==> config.mk <==
export PLATFORM = sky130hd
export DESIGN_NAME = fft_scale_stream
export DESIGN_NICKNAME = d
export VERILOG_FILES = /design/src/rtl/fft_pkg.sv /design/src/rtl/cplx_scale_lane.sv /design/src/rtl/fft_scale_stream.sv
export SDC_FILE = /design/constraint.sdc
export NUM_CORES = 2
export LEC_CHECK = 0
export CAP_MARGIN = 10
export CORE_MARGIN = 4
export CORE_UTILIZATION = 55
export DETAILED_ROUTE_END_ITERATION = 12
export GPL_ROUTABILITY_DRIVEN = 0
export PLACE_DENSITY = 0.72
export SLEW_MARGIN = 20
export SYNTH_ARGS = -nofsm -noshare
export SYNTH_HDL_FRONTEND = slang
export SYNTH_SLANG_ARGS = --single-unit
==> constraint.sdc <==
create_clock -name clk -period 12.8 [get_ports clk]
set_input_delay 1.92 -clock clk [delete_from_list [all_inputs] [get_ports clk]]
set_output_delay 1.92 -clock clk [all_outputs]
set_load 0.01 [all_outputs]
==> src/rtl/fft_pkg.sv <==
// fft_pkg: shared types and arithmetic helpers for the FFT 1/N normaliser.
//   cplx_t      complex sample at the default width
//   round_ofs   half-LSB rounding offset for an arithmetic right shift
//   sat         clamp a wide signed value to a signed (w+1)-bit range
//   is_pow2     power-of-two test
//   ilog2       index of the highest set bit
package fft_pkg;

    localparam int unsigned W_DEF        = 15;
    localparam int unsigned BIT_FRAC_DEF = 14;

    typedef struct packed {
        logic signed [W_DEF:0] re;
        logic signed [W_DEF:0] im;
    } cplx_t;

    // Adding this before a >>> sh turns floor into round-half-up.
    function automatic logic [63:0] round_ofs(input int unsigned sh);
        if (sh == 0) begin
            return 64'd0;
        end
        return 64'd1 << (sh - 1);
    endfunction

    function automatic logic signed [63:0] sat(input logic signed [63:0] x,
                                               input int unsigned w);
        logic signed [63:0] hi;
        logic signed [63:0] lo;
        hi = (64'sd1 <<< w) - 64'sd1;
        lo = -(64'sd1 <<< w);
        if (x > hi) begin
            return hi;
        end
        if (x < lo) begin
            return lo;
        end
        return x;
    endfunction

    function automatic logic is_pow2(input int unsigned n);
        return (n != 0) && ((n & (n - 1)) == 0);
    endfunction

    function automatic int unsigned ilog2(input int unsigned n);
        int unsigned r;
        r = 0;
        for (int i = 0; i < 32; i++) begin
            if (n[i]) begin
                r = unsigned'(i);
            end
        end
        return r;
    endfunction

endpackage

==> src/rtl/cplx_scale_lane.sv <==
// cplx_scale_lane: two-stage 1/N scaling of one complex sample.
//   S1 registers either x + 2^(p-1) (shift path) or x*inv + 2^(BIT_FRAC-1) (multiply path);
//   S2 registers the arithmetic-shifted result reduced to W+1 bits.
// Macro FFT_SCALE_SAT_EN: when defined the multiply-path result saturates, otherwise it
// wraps. The shift path never overflows and is unaffected.
// Ports:
//   clk, rst_n      clock, asynchronous active-low reset
//   ld1_i, ld2_i    load enables of S1 and S2 (driven by the top-level handshake)
//   re_i, im_i      input sample
//   inv_i           signed Q(BIT_FRAC) reciprocal for the multiply path
//   pow2_i, p_i     select shift path and its shift amount
//   re_o, im_o      registered scaled sample
module cplx_scale_lane import fft_pkg::*; #(
    parameter int unsigned W        = W_DEF,
    parameter int unsigned BIT_FRAC = BIT_FRAC_DEF,
    parameter int unsigned PBW      = 7
) (
    input  logic                clk,
    input  logic                rst_n,
    input  logic                ld1_i,
    input  logic                ld2_i,
    input  logic signed [W:0]   re_i,
    input  logic signed [W:0]   im_i,
    input  logic signed [W:0]   inv_i,
    input  logic                pow2_i,
    input  logic [PBW-1:0]      p_i,
    output logic signed [W:0]   re_o,
    output logic signed [W:0]   im_o
);

    localparam int unsigned PW = 2 * (W + 1);

    logic signed [PW-1:0] re_ext, im_ext, inv_ext, ofs;
    logic signed [PW-1:0] s1_re_d, s1_im_d, s1_re_q, s1_im_q;
    logic                 s1_pow2_q;
    logic [PBW-1:0]       s1_p_q;
    logic signed [63:0]   re_wide, im_wide;
    int unsigned          sh;
    logic signed [W:0]    re_d, im_d, re_q, im_q;

    always_comb begin
        re_ext  = {{(PW - W - 1){re_i[W]}}, re_i};
        im_ext  = {{(PW - W - 1){im_i[W]}}, im_i};
        inv_ext = {{(PW - W - 1){inv_i[W]}}, inv_i};
        ofs     = pow2_i ? PW'(round_ofs(32'(p_i))) : PW'(round_ofs(BIT_FRAC));
        s1_re_d = (pow2_i ? re_ext : re_ext * inv_ext) + ofs;
        s1_im_d = (pow2_i ? im_ext : im_ext * inv_ext) + ofs;
    end

    always_comb begin
        sh      = s1_pow2_q ? 32'(s1_p_q) : BIT_FRAC;
        re_wide = $signed({{(64 - PW){s1_re_q[PW-1]}}, s1_re_q});
        im_wide = $signed({{(64 - PW){s1_im_q[PW-1]}}, s1_im_q});
        if (s1_pow2_q) begin
            re_d = (W + 1)'(re_wide >>> sh);
            im_d = (W + 1)'(im_wide >>> sh);
        end else begin
`ifdef FFT_SCALE_SAT_EN
            re_d = (W + 1)'(sat(re_wide >>> sh, W));
            im_d = (W + 1)'(sat(im_wide >>> sh, W));
`else
            re_d = (W + 1)'(re_wide >>> sh);
            im_d = (W + 1)'(im_wide >>> sh);
`endif
        end
    end

    always_ff @(posedge clk or negedge rst_n) begin
        if (!rst_n) begin
            s1_re_q   <= '0;
            s1_im_q   <= '0;
            s1_pow2_q <= 1'b0;
            s1_p_q    <= '0;
            re_q      <= '0;
            im_q      <= '0;
        end else begin
            if (ld1_i) begin
                s1_re_q   <= s1_re_d;
                s1_im_q   <= s1_im_d;
                s1_pow2_q <= pow2_i;
                s1_p_q    <= p_i;
            end
            if (ld2_i) begin
                re_q <= re_d;
                im_q <= im_d;
            end
        end
    end

    assign re_o = re_q;
    assign im_o = im_q;

endmodule

==> src/rtl/fft_scale_stream.sv <==
// fft_scale_stream: streaming 1/N normaliser for FFT/IFFT output frames.
// Power-of-two N uses a rounded arithmetic shift, other N multiply by cfg_inv_n.
// Owns the valid/ready handshake, the frame counter and the per-frame config latch;
// arithmetic lives in cplx_scale_lane (one per lane). Latency 2, throughput 1 beat/cycle.
// Macro FFT_SCALE_SAT_EN (see cplx_scale_lane): saturate instead of wrap on the multiply path.
// Ports:
//   clk, rst_n               clock, asynchronous active-low reset
//   cfg_n, cfg_inv_n         frame length and its Q(BIT_FRAC) reciprocal, taken on frame start
//   s_valid/s_ready/s_re/s_im/s_last   input stream
//   m_valid/m_ready/m_re/m_im/m_last   output stream
//   frame_err                pulse on acceptance of a beat whose s_last disagrees with N
//   busy                     frame partially accepted or pipeline non-empty
module fft_scale_stream import fft_pkg::*; #(
    parameter int unsigned N_MAX    = 64,
    parameter int unsigned W        = W_DEF,
    parameter int unsigned BIT_FRAC = BIT_FRAC_DEF,
    parameter int unsigned LANES    = 1
) (
    input  logic                          clk,
    input  logic                          rst_n,
    input  logic [$clog2(N_MAX+1)-1:0]    cfg_n,
    input  logic [W:0]                    cfg_inv_n,
    input  logic                          s_valid,
    output logic                          s_ready,
    input  logic [LANES*(W+1)-1:0]        s_re,
    input  logic [LANES*(W+1)-1:0]        s_im,
    input  logic                          s_last,
    output logic                          m_valid,
    input  logic                          m_ready,
    output logic [LANES*(W+1)-1:0]        m_re,
    output logic [LANES*(W+1)-1:0]        m_im,
    output logic                          m_last,
    output logic                          frame_err,
    output logic                          busy
);

    localparam int unsigned NW = $clog2(N_MAX + 1);

    logic          ready_en_q;
    logic          s1_valid_d, s1_valid_q, s1_last_d, s1_last_q;
    logic          s2_valid_d, s2_valid_q, s2_last_d, s2_last_q;
    logic [NW-1:0] cnt_d, cnt_q, n_d, n_q, p_d, p_q;
    logic [W:0]    inv_d, inv_q;
    logic          pow2_d, pow2_q;

    logic          s2_load, s1_adv, accept, first, at_end, beat_last;
    logic [NW-1:0] n_clamp, eff_n, eff_p;
    logic [W:0]    eff_inv;
    logic          eff_pow2;

    always_comb begin
        s2_load = !s2_valid_q || m_ready;
        s1_adv  = s1_valid_q && s2_load;
        // ready_en_q keeps s_ready low until the first edge after reset release.
        s_ready = ready_en_q && (!s1_valid_q || s2_load);
        accept  = s_valid && s_ready;

        if (cfg_n == '0) begin
            n_clamp = NW'(1);
        end else if (cfg_n > NW'(N_MAX)) begin
            n_clamp = NW'(N_MAX);
        end else begin
            n_clamp = cfg_n;
        end

        // The first beat of a frame must already use the new configuration.
        first    = (cnt_q == '0);
        eff_n    = first ? n_clamp : n_q;
        eff_inv  = first ? cfg_inv_n : inv_q;
        eff_pow2 = first ? is_pow2(32'(n_clamp)) : pow2_q;
        eff_p    = first ? NW'(ilog2(32'(n_clamp))) : p_q;

        at_end    = (cnt_q == eff_n - NW'(1));
        beat_last = s_last || at_end;
        frame_err = accept && (s_last != at_end);

        cnt_d  = cnt_q;
        n_d    = n_q;
        inv_d  = inv_q;
        pow2_d = pow2_q;
        p_d    = p_q;
        if (accept) begin
            cnt_d = beat_last ? '0 : cnt_q + NW'(1);
            if (first) begin
                n_d    = n_clamp;
                inv_d  = cfg_inv_n;
                pow2_d = eff_pow2;
                p_d    = eff_p;
            end
        end

        s1_valid_d = s_ready ? accept : s1_valid_q;
        s1_last_d  = accept ? beat_last : s1_last_q;
        s2_valid_d = s2_load ? s1_valid_q : s2_valid_q;
        s2_last_d  = s1_adv ? s1_last_q : s2_last_q;

        busy    = (cnt_q != '0) || s1_valid_q || s2_valid_q;
        m_valid = s2_valid_q;
        m_last  = s2_last_q;
    end

    always_ff @(posedge clk or negedge rst_n) begin
        if (!rst_n) begin
            ready_en_q <= 1'b0;
            s1_valid_q <= 1'b0;
            s1_last_q  <= 1'b0;
            s2_valid_q <= 1'b0;
            s2_last_q  <= 1'b0;
            cnt_q      <= '0;
            n_q        <= '0;
            inv_q      <= '0;
            pow2_q     <= 1'b0;
            p_q        <= '0;
        end else begin
            ready_en_q <= 1'b1;
            s1_valid_q <= s1_valid_d;
            s1_last_q  <= s1_last_d;
            s2_valid_q <= s2_valid_d;
            s2_last_q  <= s2_last_d;
            cnt_q      <= cnt_d;
            n_q        <= n_d;
            inv_q      <= inv_d;
            pow2_q     <= pow2_d;
            p_q        <= p_d;
        end
    end

    for (genvar k = 0; k < LANES; k++) begin : g_lane
        cplx_scale_lane #(
            .W        (W),
            .BIT_FRAC (BIT_FRAC),
            .PBW      (NW)
        ) u_lane (
            .clk    (clk),
            .rst_n  (rst_n),
            .ld1_i  (accept),
            .ld2_i  (s1_adv),
            .re_i   (s_re[k*(W+1) +: W+1]),
            .im_i   (s_im[k*(W+1) +: W+1]),
            .inv_i  (eff_inv),
            .pow2_i (eff_pow2),
            .p_i    (eff_p),
            .re_o   (m_re[k*(W+1) +: W+1]),
            .im_o   (m_im[k*(W+1) +: W+1])
        );
    end

endmodule

## Word-level counts from Yosys, hierarchy flattened

Index checks and enable logic that the tools add are counted.

- Register bits after elaboration: 147
- Bits of input ports: 60
- Output and inout bits: 37
- Word-level logic and storage cells: 70

- Add/subtract/negate cells: 6
- Multiply operators: 2
- $lt $le $gt $ge: 1
- Equal/unequal tests: 2
- Shift-type cells: 3
- Multiplexer cells: 20
- Bitwise gates (word level): 1
- Reduce and logical (&&, ||, !) cells: 19

Operators by type and width:

| operator | number |
|---|---|
| $mux 32 | 5 |
| $mux 7 | 11 |
| $add 32x32->32 | 2 |
| $mul 16x16->32 | 2 |
| $sshr 32x7->16 | 2 |
| $and 7x32->32 | 1 |
| $logic_not 32->1 | 1 |
| $shl 1x32->32 const A | 1 |
| $logic_not 7->1 | 3 |
| $mux 16 | 1 |
| $sub 7x1->8 const B | 2 |
| $reduce_bool 7->1 | 2 |
| $add 7x1->7 const B | 1 |
| $eq 7x7->1 | 1 |
| $gt 7x7->1 const B | 1 |
| $sub 7x1->7 const B | 1 |
| $logic_and 1x1->1 | 5 |
| $logic_or 1x1->1 | 5 |
| $mux 1 | 3 |
| $logic_not 1->1 | 2 |
| $reduce_and 2->1 | 1 |
| $ne 1x1->1 | 1 |

## Longest topological paths before layout

- Depth in word-level cells: 15
- Gate-level depth with buffers: 41
- Mapped depth without buffers: 38

## Cells and area by module

Synthesis repeated with hierarchy kept, for this count alone.

- Cells, all modules: 3924
- Area, all modules: 33350.7 um2

Modules (own cells, without submodules):

| module | times used | cells each | area each (um2) | seq. area each (um2) |
|---|---|---|---|---|
| cplx_scale_lane | 1 | 3619 | 30752.0 | 2602.5 |
| fft_scale_stream | 1 | 305 | 2598.7 | 1076.0 |

## Worst setup path before layout

No wires, ideal clock.

- Path type: reg2reg
- Start point: register cnt_q[0]
- End point: register g_lane[0].u_lane.s1_re_q[31]
- Library setup time: 0.087 ns
- Data arrival time: 9.599 ns
- Required time: 12.713 ns
- Slack: 3.114 ns
- Stages on the path, launching flop included: 42
- Path buffers: 4
- Period minus slack after synthesis: 9.686 ns
- Cells stage by stage: dfrtp_1 > inv_1 > ha_1 > or4b_4 > nor2_2 > clkbuf_1 > clkbuf_1 > nand2_1 > nand2_1 > clkbuf_1 > nand2_1 > fa_1 > inv_1 > fa_1 > inv_1 > fa_1 > inv_1 > fa_1 > [... 6 more ...] > a21oi_1 > nor2b_1 > o21ai_0 > o311ai_0 > a21oi_1 > xor2_1 > o21ai_0 > ha_1 > o211ai_1 > a31oi_1 > a2111oi_2 > o21ai_1 > a221o_1 > a41oi_2 > nor4b_1 > nor4_1 > a2111o_1 > o211ai_1

- Word-level cells in the longest chain between the ends: 7
- Elaborated cells between the ends (all ways): 13
- Classes of those cells: add/sub (2); mul (1); shift (1); mux (7); reduce/logical (2)

Ends and longest elaborated chain:

| item | RTL line | RTL |
|---|---|---|
| start: declaration | fft_scale_stream.sv:42 | `logic [NW-1:0] cnt_d, cnt_q, n_d, n_q, p_d, p_q;` |
| start signal: assignment | fft_scale_stream.sv:120 | `cnt_q <= cnt_d;` |
| $logic_not 7->1 * | fft_scale_stream.sv:67 | `first = (cnt_q == '0);` |
| parallel branches: the longest is 5 deep, another holds $mul 16x16->32 | - |  |
| $add 32x32->32 * | cplx_scale_lane.sv:46 | `s1_re_d = (pow2_i ? re_ext : re_ext * inv_ext) + ofs;` |
| end signal: assignment | cplx_scale_lane.sv:78 | `s1_re_q <= s1_re_d;` |
| end: declaration | cplx_scale_lane.sv:34 | `logic signed [PW-1:0] s1_re_d, s1_im_d, s1_re_q, s1_im_q;` |

Mark *: on every way between the ends.
A chain may end at the register's enable or synchronous reset.

## Final worst setup path

Ends and elaborated chain as after synthesis.

==> impl_metrics.ini <==
[synthesis]
synth_top_area_cell = fa_1
synth_most_common_cell = nand2_1
synth_nets = 4863
synth-seq-area-share_pct = 11.1
yosys_warnings = 0
synth_edf_count = 0
postSynthCellCount = 4042
synth.avg_cell_area_um2 = 8.21
postSynth.asyncResetShare_pct = 100
synth_ff_type = dfrtp_1
synth_top_area_share_pct = 31.7
synth.distinct_cells = 87
synth_seq_cells = 147
synthTopCellsByCount = nand2_1 (682), inv_1 (635), fa_1 (526), ha_1 (235), and2_1 (233)
yosys-top-cells-area = fa_1 (32%), dfrtp_1 (11%), ha_1 (8.9%)
synthesis.area_um2 = 33200

[global_route]
grt_max_degree = 105
grt_overflow_total = 0
track_usage_pct = 28.2
grt_pass1_vias = 27300
antenna_found_initial = 1
grt_pass1_wl_um = 146000

[cts]
cts_max_level = 4
cts.sinks = 147
ctsHoldBuffers = 0
cts_setup_buffers = 0
cts_inserted_buffers = 17
cts_tree = done
clk_path_buf_depth = 2
clkTransAtPathRegs_ns = 0.07
cts-root-buf = clkbuf_16
cts-resized-gates = 0
insertion_delay_ns = 0.44

[sta]
max_freq_mhz = 92.1
period_share_pct = 84.9
finalClockSkew_ns = 0.0144
finalCriticalPeriod_ns = 10.86
maxSlewViolCount = 0
hold_viol_final = 0
fin_setup_tns_ns = 0
rsz0062_at_grt = false
worstMarginPinSlew_ns = 1.16
setup_viol = 0
max_slew_margin_pct = 22.6

[detailed_routing]
dr_total_vias = 27300
routed_via_density = 5.71
dr.pass1.iters = 8
first_iter_violations = 2042
wl_per_cell_um = 18.5
drt-total-wl_um = 88400
drc = 0
ant_nets = 0

[critical_path]
critical_path_class = reg -> reg
crit_fanout = 18
crit_top_cell = ha_1
start_kind = register
cp_data_arrival_time_ns = 11.22
slowest_delay_ns = 0.71
critPathSlowestCell = nand2_1
cp.required_ns = 13.15
endpoint_kind = register

[die]
start_util_pct = 55.9
core_um2 = 59400
die_y_um = 254
ioPinCount = 97
die_area_um2 = 64300
die_x_um = 254
num_rows = 89

[placed_design]
io_buffers = 96
dp.final_hpwl_um = 70800

[finish]
drive_gt1_share_pct = 3.77
final_nets = 4814
antenna_cells = 0
area_delta_synth_final_pct = 6.48

[hold_path]
min_path_type = reg -> reg

[run_status]
outcome = complete, no violations

[job]
maxCapViolations = 0
final timing paths:
path	from	to	slack (ns)	cells after the start
setup reg to reg	cnt_q[0]	g_lane[0].u_lane.s1_re_q[31]	1.94	39
max in group asynchronous	rst_n	g_lane[0].u_lane.s1_re_q[29]	10.16	2
hold reg to reg	g_lane[0].u_lane.re_o[5]	g_lane[0].u_lane.re_o[5]	0.47	2
setup / recovery	cnt_q[0]	g_lane[0].u_lane.s1_re_q[31]	1.94	39
hold / removal	g_lane[0].u_lane.re_o[5]	g_lane[0].u_lane.re_o[5]	0.47	2
min in group asynchronous	rst_n	cnt_q[0]	1.49	1
state kept, by name (all words and copies together), names as in the netlist, 7 cells and up:
register and count:
g_lane.u_lane.s1_im_q 32, n_q 7, p_q 7, inv_q 16, g_lane.u_lane.im_o 16, g_lane.u_lane.s1_re_q 32, cnt_q 7, g_lane.u_lane.s1_p_q 7
g_lane.u_lane.re_o 16
logic make-up (layout without fill, tap and decap cells):
logic type,after synthesis,count (layout),synth area share [%]
xor gates and xnor gates,117,117,3.09
DFF,147,147,11.1
adders and majority gates,762,762,40.6
muxes,70,70,2.21
buffers and inverters,844,807,9.57
and+or+nand+nor,1352,1352,18.9
AOI/OAI and AO/OA,749,749,14.6
other,1,1,0.0113
critical path, delay by kind of cell, from the launching register on:
family                     cells  cell delay (ns)
adders and majority gates      9             3.30
xor gates and xnor gates       1             0.15
and+or+nand+nor                9             2.90
DFF                            1             0.46
AOI/OAI and AO/OA             14             2.98
buffers and inverters          6             0.93
layout by cell type, fill, tap and decap left out, types with 44 or more instances in the layout:
cell type and instances:
inv_1 635, nand3_1 48, nand2_1 680, a31oi_1 44, clkdlybuf4s50_1 95, o21ai_0 195
a21oi_1 178, and2_1 233, mux2i_1 53, dfrtp_1 147, fa_1 526, a21o_1 52
xnor2_1 76, nor2_1 196, ha_1 235
area by class of cell:
class | instances | area, um2
clock buffers | 18 | 439
flip-flops and latches | 147 | 3680
multi-input cells | 3051 | 26400
inverters | 636 | 2390
clock inverters | 13 | 175
repair buffers | 140 | 1300
fillers | 5327 | 24000
well taps | 773 | 967
through the flow:
stage | hold WS (ns) | utilization, % | cells | setup slack (ns) | instance area (um2)
after global routing | 0.493 | 59.5 | 4778 | 1.22 | 35300
after global placement | 0.457 | 58.5 | 4747 | 1.90 | 34700
after detailed placement | 0.461 | 58.5 | 4747 | 1.71 | 34700
after floorplan | 0.439 | - | 4042 | 3.11 | 33200
after CTS | 0.479 | 59.5 | 4778 | 2.04 | 35300
final | 0.473 | 59.5 | 4778 | 1.94 | 35300
routing by layer:
metal | part of all wire (%) | vias to the layer above | global-route usage, %
li1 | - | 12900 | -
met1 | 45 | 13200 | 40.8
met2 | 44 | 997 | 43.0
met3 | 7.0 | 179 | 4.27
met4 | 4.7 | 0 | 11.3
met5 | 0 | - | 0
Power is left out: the tool's default activity adds up to more than one toggle a clock period on the data nets, which glitch-free logic cannot reach.
